## src/rtl/frame_dump_arbiter_pkg.sv

```systemverilog
// Shared types and defaults for the frame dump arbiter and its address generator.
package frame_dump_arbiter_pkg;

    typedef enum logic [2:0] {
        IDLE,
        REQ,
        WAIT,
        HOLD,
        FIN
    } dump_state_t;

    localparam logic [1:0] PLANE_R = 2'd0;
    localparam logic [1:0] PLANE_G = 2'd1;
    localparam logic [1:0] PLANE_B = 2'd2;

    localparam int DEF_BASE_ADDR   = 120000;
    localparam int DEF_PLANE_WORDS = 40000;
    localparam int DEF_NUM_PLANES  = 3;

endpackage

```

## src/rtl/dump_addr_gen.sv

```systemverilog
// Running read address plus separate word/plane up-counters for the frame dump.
// Flags the final word of the final plane so the FSM can finish without a divider.
module dump_addr_gen
    import frame_dump_arbiter_pkg::*;
#(
    parameter int                ADDR_W      = 128,
    parameter logic [ADDR_W-1:0] BASE_ADDR   = ADDR_W'(DEF_BASE_ADDR),
    parameter int                PLANE_WORDS = DEF_PLANE_WORDS,
    parameter int                NUM_PLANES  = DEF_NUM_PLANES
) (
    input  logic              clk,
    input  logic              rst_n,
    input  logic              i_load,
    input  logic              i_advance,
    output logic [ADDR_W-1:0] o_addr,
    output logic [1:0]        o_plane,
    output logic              o_frame_last
);

    localparam int WORD_W = (PLANE_WORDS > 1) ? $clog2(PLANE_WORDS) : 1;

    logic [ADDR_W-1:0] r_addr;
    logic [WORD_W-1:0] r_word;
    logic [1:0]        r_plane;
    logic              w_word_last;

    assign w_word_last  = (r_word == WORD_W'(PLANE_WORDS - 1));
    assign o_frame_last = w_word_last && (r_plane == 2'(NUM_PLANES - 1));
    assign o_addr       = r_addr;
    assign o_plane      = r_plane;

    // NOTE: sequential state uses non-blocking assignments so every register
    // samples the pre-edge values of the others, independent of statement order.
    always_ff @(posedge clk or negedge rst_n) begin
        if (!rst_n) begin
            r_addr  <= '0;
            r_word  <= '0;
            r_plane <= PLANE_R;
        end else if (i_load) begin
            r_addr  <= BASE_ADDR;
            r_word  <= '0;
            r_plane <= PLANE_R;
        end else if (i_advance) begin
            r_addr <= r_addr + ADDR_W'(1);
            if (w_word_last) begin
                r_word  <= '0;
                r_plane <= r_plane + 2'd1;
            end else begin
                r_word <= r_word + WORD_W'(1);
            end
        end
    end

endmodule

```

## src/rtl/frame_dump_arbiter.sv

```systemverilog
// Streams the R/G/B planes out of data RAM using only port cycles the core leaves idle.
// Optional XOR checksum of dumped words is built when FRAME_DUMP_CHECKSUM_EN is defined.
module frame_dump_arbiter
    import frame_dump_arbiter_pkg::*;
#(
    parameter int                DATA_W      = 128,
    parameter int                ADDR_W      = 128,
    parameter logic [ADDR_W-1:0] BASE_ADDR   = ADDR_W'(DEF_BASE_ADDR),
    parameter int                PLANE_WORDS = DEF_PLANE_WORDS,
    parameter int                NUM_PLANES  = DEF_NUM_PLANES
) (
    input  logic              clk,
    input  logic              rst_n,
    input  logic              start,
    input  logic              cpuReq,
    input  logic [ADDR_W-1:0] cpuAddr,
    input  logic [DATA_W-1:0] cpuWd,
    input  logic              cpuWe,
    input  logic              cpuVf,
    output logic              cpuGrant,
    output logic [ADDR_W-1:0] memAddr,
    output logic [DATA_W-1:0] memWd,
    output logic              memWe,
    output logic              memVf,
    input  logic [DATA_W-1:0] memRd,
    output logic [DATA_W-1:0] outData,
    output logic [1:0]        outPlane,
    output logic              outValid,
    input  logic              outReady,
    output logic              busy,
    output logic              done,
    output logic [DATA_W-1:0] checksum
);

    dump_state_t       r_state;
    dump_state_t       w_next;
    logic              w_load;
    logic              w_hs;
    logic [ADDR_W-1:0] w_addr;
    logic [1:0]        w_plane;
    logic              w_frame_last;
    logic [DATA_W-1:0] r_out_data;
    logic [1:0]        r_out_plane;

    assign w_load = (r_state == IDLE) && start;
    assign w_hs   = (r_state == HOLD) && outReady;

    dump_addr_gen #(
        .ADDR_W      (ADDR_W),
        .BASE_ADDR   (BASE_ADDR),
        .PLANE_WORDS (PLANE_WORDS),
        .NUM_PLANES  (NUM_PLANES)
    ) u_addr_gen (
        .clk          (clk),
        .rst_n        (rst_n),
        .i_load       (w_load),
        .i_advance    (w_hs),
        .o_addr       (w_addr),
        .o_plane      (w_plane),
        .o_frame_last (w_frame_last)
    );

    always_ff @(posedge clk or negedge rst_n) begin
        if (!rst_n) r_state <= IDLE;
        else        r_state <= w_next;
    end

    // NOTE: every always_comb output gets a default before the case so no
    // path leaves it unassigned and a latch can never be inferred.
    always_comb begin
        w_next = r_state;
        case (r_state)
            IDLE:    if (start) w_next = REQ;
            REQ:     if (!cpuReq) w_next = WAIT;
            WAIT:    w_next = HOLD;
            HOLD:    if (outReady) w_next = w_frame_last ? FIN : REQ;
            FIN:     w_next = IDLE;
            default: w_next = IDLE;
        endcase
    end

    // The core owns the port except in an uncontended REQ cycle.
    always_comb begin
        cpuGrant = cpuReq;
        memAddr  = cpuAddr;
        memWd    = cpuWd;
        memWe    = cpuWe & cpuReq;
        memVf    = cpuVf & cpuReq;
        outValid = 1'b0;
        busy     = (r_state != IDLE);
        done     = 1'b0;
        case (r_state)
            REQ: if (!cpuReq) begin
                memAddr = w_addr;
                memWd   = '0;
                memWe   = 1'b0;
                memVf   = 1'b0;
            end
            HOLD:    outValid = 1'b1;
            FIN:     done     = 1'b1;
            default: ;
        endcase
    end

    // Read data returns during WAIT; the plane tag is still that word's plane.
    always_ff @(posedge clk or negedge rst_n) begin
        if (!rst_n) begin
            r_out_data  <= '0;
            r_out_plane <= PLANE_R;
        end else if (r_state == WAIT) begin
            r_out_data  <= memRd;
            r_out_plane <= w_plane;
        end
    end

    assign outData  = r_out_data;
    assign outPlane = r_out_plane;

`ifdef FRAME_DUMP_CHECKSUM_EN
    logic [DATA_W-1:0] r_checksum;

    always_ff @(posedge clk or negedge rst_n) begin
        if (!rst_n)     r_checksum <= '0;
        else if (w_load) r_checksum <= '0;
        else if (w_hs)   r_checksum <= r_checksum ^ r_out_data;
    end

    assign checksum = r_checksum;
`else
    assign checksum = '0;
`endif

endmodule
```

## config.mk

```make
export PLATFORM = sky130hd
export DESIGN_NAME = frame_dump_arbiter
export DESIGN_NICKNAME = d
export VERILOG_FILES = /design/src/rtl/frame_dump_arbiter_pkg.sv /design/src/rtl/dump_addr_gen.sv /design/src/rtl/frame_dump_arbiter.sv
export SDC_FILE = /design/constraint.sdc
export NUM_CORES = 1
export LEC_CHECK = 0
export CAP_MARGIN = 30
export CORE_AREA = 3 3 349 351
export CTS_BUF_LIST = sky130_fd_sc_hd__clkbuf_8
export DETAILED_ROUTE_END_ITERATION = 8
export DIE_AREA = 0 0 352 354
export SYNTH_ARGS = -nofsm -noshare
export SYNTH_HDL_FRONTEND = slang
export SYNTH_HIERARCHICAL = 1
export SYNTH_SLANG_ARGS = --single-unit
```

## constraint.sdc

```tcl
create_clock -name clk -period 3.2 [get_ports clk]
set_input_delay 0.64 -clock clk [delete_from_list [all_inputs] [get_ports clk]]
set_output_delay 0.64 -clock clk [all_outputs]
set_load 0.01 [all_outputs]
```

# == Yosys cells after proc, flatten, opt, wreduce, memory -nomap -nowiden ==
# Cells that the tools add are included.
# classes
add_sub_neg,3
n_mux,23
eq_ne,9
bitwise_logic,2
n_reduce_logical,9
# ops
operator,count
2-to-1 mux 128 bit,6
"adder 128 x 1 -> 128 bit, second input constant",1
2-to-1 mux 16 bit,3
"adder 16 x 1 -> 16 bit, second input constant",1
"== test 16 bit, second input constant",1
2-to-1 mux 3 bit,4
case mux 3 bit (4 select lines),1
"== test 3 x 2 -> 1 bit, second input constant",2
2-to-1 mux 1 bit,6
2-to-1 mux 2 bit,3
"!= test 2 bit, second input constant",3
nonzero test 2 bit,2
"== test 3 x 1 -> 1 bit, second input constant",1
"== test 3 bit, second input constant",1
logical AND 1 bit,3
zero test 3 bit,1
AND reduction 3 bit,1
nonzero test 3 bit,1
"adder 2 x 1 -> 2 bit, second input constant",1
AND 1 bit,2
"== test 2 bit, second input constant",1
AND reduction 2 bit,1
# word_totals
output_inout_bits,520
in_bits,391
reg_bits,279

# == Depth between registers and ports, before layout ==
# Gate-level depths: netlist (run 1).
# depth
word_depth,5
mapped_depth,10

# == Cells and area by module ==
# Netlist (run 1), hierarchy kept.
# modules_own_cells
module,area_each_um2,cells_per_inst,seq_area_each_um2,instances
dump_addr_gen,9036.2,1043,3653.5,1
frame_dump_arbiter,8458.1,714,3328.2,1

# == Least setup slack after synthesis (run 1) ==
# No wires, ideal clock.
# synth_timing
path_type,reg2reg
startpoint,register r_state[0]
endpoint,register u_addr_gen.r_addr[105] (netlist: u_addr_gen/o_addr[105])
setup_ns,0.125
path_stages_with_launch,10
slack_ns,0.274
arrival_time_ns,2.801
t_required_ns,3.075
synth_period_minus_slack_ns,2.926
cell_sequence,dfrtp_1 > buf_2 > or3_1 > nor2_1 > clkbuf_1 > nor2_1 > nor4_1 > nand2_1 > nor4_1 > mux2_2
# synth_via
elab_chain_cells,3
word_cells_on_any_way,6
classes_between,eq/ne: 1; mux: 1; reduce/logical: 4
# synth_lines
item,line,text
"start, declared",frame_dump_arbiter.sv:35,dump_state_t r_state;
"start signal, assigned",frame_dump_arbiter.sv:65,else r_state <= w_next;
zero test 3 bit (*),frame_dump_arbiter.sv:45,assign w_load = (r_state == IDLE) && start;
logical AND 1 bit (*),frame_dump_arbiter.sv:45,
named net w_load,frame_dump_arbiter.sv:37,logic w_load;
2-to-1 mux 128 bit / nonzero test 2 bit (equally long branches),--,
"end signal, assigned",dump_addr_gen.sv:44,r_addr <= r_addr + ADDR_W'(1);
"end, declared",dump_addr_gen.sv:22,logic [ADDR_W-1:0] r_addr;
# Mark *: on every way through the listed nets, which the timed path passes. The rest lies on a longest branch.
# A chain may end at the register's enable or synchronous reset.

# == Worst setup path in the final report (run 1) ==
# layout_timing
startpoint,register r_state[1]
endpoint,output memAddr[36]
# layout_via
elab_chain_cells,2
# layout_lines
item,line,text
== test 3 x 1 -> 1 bit,frame_dump_arbiter.sv:92,case (r_state)
2-to-1 mux 128 bit,frame_dump_arbiter.sv:92,
"end, declared",frame_dump_arbiter.sv:21,"output logic [ADDR_W-1:0] memAddr,"
# No other way between the ends.

==> reports/results.env, run 1 <==
RUN_STATUS='complete, but fails checks'
VIOLATED_CHECKS='setup timing'
GRT.TOTAL_USAGE=0.161
RSZ_0062_RAISED_AFTER_GLOBAL_ROUTING='true'
POST_DP_HPWL_UM=85700
PLACED_CELL_AREA_UM2=28200
POST_DETAILED_ROUTING_WIRE_LENGTH_UM=108000
DRTPASS1ITERATIONS=6
DR_WL_MET3_UM=6690
CP.ARRIVAL_NS=2.68
STARTING_DRT_DRC_COUNT=1584
CORE_AREA_UM2=119000
MET2_WIRELENGTH_UM=52000
FIRST_GLOBAL_VIAS=18000
DETAILROUTE.VIA_COUNT=18700
NETS=3221
CRITICAL_PATH_BUF_INV_COUNT=8
YS_ASYNC_SR_FRACTION=1.00
FINAL_AREA_UM2=31100
PLACE.GP.CONGESTION=0.889
INITIAL_CORE_UTIL=0.147
FIN_WORST_HOLD_SLACK_NS=0.482
NUMBER_OF_BUFFERS_ON_THE_LONGEST_CLOCK_PATH=3
WORST_SLEW_SLACK_AS_A_FRACTION_OF_ITS_LIMIT=0.461
DESIGN.PORTCOUNT=911
CLK-INSERTION-DELAY-LATE_NS=0.74
PIN_COUNT_OF_THE_BIGGEST_NET_ENTERING_GLOBAL_ROUTING=77
CRIT_FAMILY='buffers and inverters'
MOST_FREQUENT_CELLS_IN_THE_LAYOUT='clkdlybuf4s50_1 (532), dfrtp_1 (279), buf_4 (230), mux2_2 (172), nor2b_1 (130)'
WORST_SETUP_MARGIN_NS=-0.122
YOSYSUNIQUECELLTYPES=56
PLACE.PORT_BUFFERS=782
WORSTPATHREQUIRED_NS=2.56
TNS_NS=-2.59
TOPROUTINGLAYERUSED='met4'
POST_SYNTH.CELL_AREA_AVG_UM2=9.96
CRITICAL_PATH_PEAK_FANOUT=8
LAYOUT_COMMONEST_CELL='clkdlybuf4s50_1'
START_KIND='flop'
CLOCK_INPUT_TRANSITION_AT_THE_SEQUENTIAL_CELLS_OF_THE_WORST_SETUP_AND_HOLD_PATHS_NS=0.06
MULTIINPUTGATEAREA_UM2=9800
CPMAXSTAGEDELAYCELL='dfrtp_1'
WORST-SETUP-PATH-TYPE='flop to primary output'
LEAKAGEPOWER_nW=13.3
MAX_RAIL_DROP_VDD_mV=0.311
SETUP_VIOLATIONS=67
CTS_NUM_SINKS=279
WORST_PATH_CELL_TRACE='buf_6 -> nor4_4 -> buf_12 -> buf_12 -> clkbuf_16 -> buf_12 -> buf_12 -> buf_6 -> mux2_4 -> buf_6'
FLOORPLAN.ROWS=127
AREA_GROWTH_SYNTH_TO_FINISH_PCT=77.7
DRT-WIRELENGTH-PER-CELL_UM=23.9
YOSYS_REGISTER_BITS=279
FINAL_HOLD_VIOL_COUNT=0
GRT_OVERFLOW_TOTAL=0
DRT_DRC_VIOLATIONS_LEFT=0
MAXCLOCKFREQUENCY_GHz=0.301
FIN_SKEW_NS=0.0937
WORST_HOLD_PATH_TYPE='input port to async pin'
DETAIL-ROUTE-ANTENNA-NETS=0
GRT_ANTENNA_BEFORE_REPAIR=21
WORST_SLEW_PIN_SLEW_NS=0.801
NETLIST_AREA_UM2=17500
PLACEMENT.SETUP.WORST_SLACK_NS=-0.250
TIMING.MAX_CAP.VIOLATIONS=0
VIASPERCELL=4.16
TRITONCTS.NUM_BUFFERS=55
SYNTHCELLS=1757
LAYOUT_CELLS_SIZED_ABOVE_1=0.305
LAYOUT_MIN_CYCLE_TIME_NS=3.32
NFILLCELLS=12600
CLOCKROOTBUFFER='clkbuf_8'
YS_SEQ_AREA_FRAC=0.399
FINAL_UTIL=0.260
FINALMAXSLEWVIOLATIONS=0
DIE_W_UM=352
YOSYS_WARNINGS=6
POWER_PER_CELL_AREA_nW_PER_UM2=632
LAYOUT.AREA.SEQ_UM2=6980
SYNTH-EDFF-COUNT=0
TIMING.FINAL.CRIT_SHARE=1.04
WL_MET1_UM=46700
MOST_FREQUENT_CELL_ON_CRITICAL_PATH='buf_12'
DESIGN.DIE.AREA_UM2=125000
WORST_PATH_LARGEST_CELL_DELAY_NS=0.39
CRITICAL_PATH.ENDPOINT_TYPE='primary output'
GRT_FIRST_PASS_WIRELENGTH_UM=145000
CTS_TREE='built'
CLOCK_TREE.HTREE_LEVEL_COUNT=2
SYNTH-MAIN-FF-CELL='dfrtp_1'
CHIPHEIGHT_UM=354
## sequential cells by signal, summed over array words and instances, names as in the netlist
signal,cells
u_addr_gen/o_plane,2
outData,128
r_state,3
outPlane,2
u_addr_gen/r_word,16
u_addr_gen/o_addr,128
## logic make-up (layout without fill, tap and decap cells)
family / count (synthesis) / count (layout) / share of synthesized area
buffers and inverters: 241 / 1230 / 0.0893
xor gates and xnor gates: 45 / 45 / 0.0225
adders and majority gates: 3 / 3 / 0.00215
DFF: 279 / 279 / 0.399
muxes: 278 / 278 / 0.179
AOI/OAI and AO/OA: 168 / 168 / 0.0574
other: 1 / 134 / 0.000214
and+or+nand+nor: 742 / 742 / 0.250
## power breakdown
part	total, W	internal (W)	switching (W)
combinational	0.0103	0.00557	0.00473
sequential	0.00514	0.00448	0.000659
clock	0.00420	0.00234	0.00186
## area by class of cell
cell class                 instances  area share
clock inverter                    32     0.00894
timing repair buffer            1106       0.352
clock buffer                      71      0.0314
multi-input combinational       1364       0.315
sequential                       279       0.225
antenna                            6    0.000483
inverter                          21     0.00262
tap                             1612      0.0649
## Yosys cell counts, types with 2 or more instances
master / n / area [um2]
mux2_1: 100 / 1130
or2_2: 6 / 37.5
xor2_1: 28 / 245
o21bai_1: 2 / 15.0
a22o_1: 3 / 26.3
inv_1: 20 / 75.1
dfrtp_1: 279 / 6980
buf_6: 13 / 146
nor4_1: 59 / 369
o21ai_0: 31 / 155
mux2_2: 177 / 1990
nand4_4: 2 / 42.5
xnor2_1: 17 / 149
and4_1: 14 / 123
buf_2: 26 / 130
nor4_2: 6 / 75.1
clkbuf_2: 2 / 10.0
clkbuf_1: 38 / 143
a21oi_1: 77 / 385
buf_4: 140 / 1050
nor2_1: 95 / 357
nand3_1: 61 / 305
or3_1: 34 / 213
nor3_1: 40 / 200
o21ba_2: 2 / 20.0
and3_1: 18 / 113
a21o_1: 2 / 15.0
nand2b_1: 9 / 56.3
and2_1: 11 / 68.8
nand4_1: 112 / 701
nor4_4: 4 / 85.1
nand4b_1: 3 / 26.3
o211ai_1: 4 / 30.0
nand4_2: 2 / 25.0
o31ai_1: 41 / 308
or4_1: 46 / 345
ha_1: 3 / 37.5
nor2b_1: 145 / 907
nand2_1: 68 / 255
## routing by layer
metal / global-route usage / vias to the layer above
met1: 0.215 / 9221
met3: 0.0307 / 140
met2: 0.273 / 948
li1: - / 8361
met5: 0 / -
met4: 0.0304 / 0
## final timing paths
check	endpoint	slack [ns]	cells past startpoint	startpoint
min reg2reg	outData[67]	0.50	1	outData[67]
min in group clk	outData[67]	0.50	1	outData[67]
max in group asynchronous	outData[109]	1.78	3	rst_n
max	memAddr[36]	-0.12	10	r_state[1]
min	u_addr_gen/o_addr[93]	0.48	2	rst_n
max reg2reg	u_addr_gen/o_addr[116]	-0.07	9	r_state[0]
## stage by stage
stage,total power (W),std cells
floorplan,0.00854,1884
finish,0.0196,4491
global placement,0.0143,4293
detailed placement,0.0143,4293
CTS,0.0192,4432
global route,0.0206,4489
## timing repair
item / 4_1_cts / 5_1_grt
setup endpoints to repair: 262 / 284
resized for setup: 565 / 404
buffers inserted: 27 / 51
hold buffers: 1 / 0
cloned: 8 / 7
endpoints found under the hold margin: 70 / 0
pin swaps: 1 / 1
Power figures use the tool's default switching activity.
==> run 2: changes to the inputs <==
Settings changed: CAP_MARGIN 30 to 20.
==> results of run 2 <==
The final DEF is identical to that of run 1; final timing and power are the same.
==> edit: new RTL, settings of run 1 <==
The package constant `DEF_PLANE_WORDS` goes from 40000 to 80000.
--- a/src/rtl/frame_dump_arbiter_pkg.sv
+++ b/src/rtl/frame_dump_arbiter_pkg.sv
@@ -14,7 +14,7 @@
     localparam logic [1:0] PLANE_B = 2'd2;
 
     localparam int DEF_BASE_ADDR   = 120000;
-    localparam int DEF_PLANE_WORDS = 40000;
+    localparam int DEF_PLANE_WORDS = 80000;
     localparam int DEF_NUM_PLANES  = 3;
 
 endpackage
Check against the original RTL: not settled (the Yosys comparison gave no result); the edit may change what the design does.
==> edit against run 1 <==
The flow still finishes with violations (negative setup slack); total power shrank 11%; sequential cell count grew 1; routed wire length shrank 18%; area after synthesis fell by 3.2%; design area fell by 5.3%; global-route usage decreased by 2.9 points; setup slack better by 120 ps; worst hold slack improved by 20 ps; critical path type unchanged; largest cell class unchanged.
==> edit: results (changes against run 1) <==
Clock tree
  • CTS resizes: 303 (-46%)
  • CTS Buf Count: 53 (-3.6%)

Synthesis
  • Xor/xnor cell area share of the yosys netlist: 0.06519 (+0.04266)
  • Commonest cells post-synth: dfrtp_1 (280), nor2_1 (171), mux2_2 (160)
  • Mux share of post-synthesis cell area: 0.1736 (-0.005320)
  • Fraction of the mapped netlist area in adder cells: 0.002217 (+0.00007184)
  • Synthesized area per cell: 10.02 um2 (+0.60%)
  • Sequential area share after synthesis: 0.4139 (+0.01484)
  • Synth Area in Compound Gates: 0.01338 (-0.04405)
  • Synth cell types: 52 (-7.1%)

Status
  • Failing checks: negative setup slack
  • Outcome: finished, violations left

Finish
  • Count of multi-input gates: 1,305 (-4.3%)
  • Finished Layout Cells: 4,345 (-3.3%)
  • Non-clock buffers: 1,015 (-8.2%)
  • Area Growth Syn to Fin: 73.93%
  • Logic inverters: 24 (+14%)
  • Share of cells above drive strength 1: 0.2517 (-0.05291)
  • Fraction of area in multi-input gates: 0.3121 (-0.003174)
  • Seq. cell area: 7007 um2 (+0.36%)
  • Final-layout clock buffer total: 66 (-7.0%)
  • Layout Nets: 3,073 (-4.6%)
  • Fill cells: 12,740 (+1.2%)

Global routing
  • Largest net degree at the start of global routing: 57 (-26%)
  • Tot GR Track Use: 0.1322 (-0.02929)
  • Vias in the first global route: 16,400 (-8.9%)
  • Global-route wire length before repair: 121.6 mm (-16%)

Routing
  • DRT iter0 DRCs: 1,268 (-20%)
  • WL final: 87.98 mm (-18%)

Pwr
  • P_leak: 0.01268 uW (-5.0%)

Placement
  • Hpwl dp: 71.06 mm (-17%)
  • Placed standard-cell area: 27,250 um2 (-3.5%)

STA
  • Setup violations, final: 1 (-99%)
  • Worst slew pin tran: 776.9 ps (-24.07 ps)
  • Setup WS post-layout: -5.554 ps (+116.2 ps)

Setup path
  • Reg2reg setup slack: 150 ps (+220 ps)
  • Reg2Reg Depth: 14 (+5)
  • Crit path arrival time: 2570 ps (-110 ps)

Hold path
  • Worst Hold Class: flop to flop
## edit: layer usage
| layer | GRT usage | wire length, um |
|---|---|---|
| met1 | 0.1832 | 39640 |
| met5 | 0 | 0 |
| met4 | 0.02940 | 1661 |
| met2 | 0.2090 | 40170 |
| met3 | 0.02926 | 6516 |
## edit: how the worst min path moves through the flow
stage                 start                   end  slack [ps]
3_3_place_gp    outData[37]           outData[37]         490
5_1_grt         outData[30]           outData[30]         520
6_report       outData[117]          outData[117]         500
3_5_place_dp    outData[23]           outData[23]         490
4_1_cts               rst_n  u_addr_gen/r_word[8]         480
2_1_floorplan         rst_n            outData[0]         340
## edit: power by group
| part | total [uW] | internal [uW] | switching [uW] |
|---|---|---|---|
| Combinational | 8620 | 5010 | 3610 |
| Clock | 3800 | 2120 | 1690 |
| Sequential | 5130 | 4480 | 653 |
| Total | 17600 | 11600 | 5950 |
## edit: critical path: cells and delay by family (launching register included)
family,cells,cell delay (ps)
buf+inv,7,920
mux,1,300
flops,1,420
simple gates,1,300
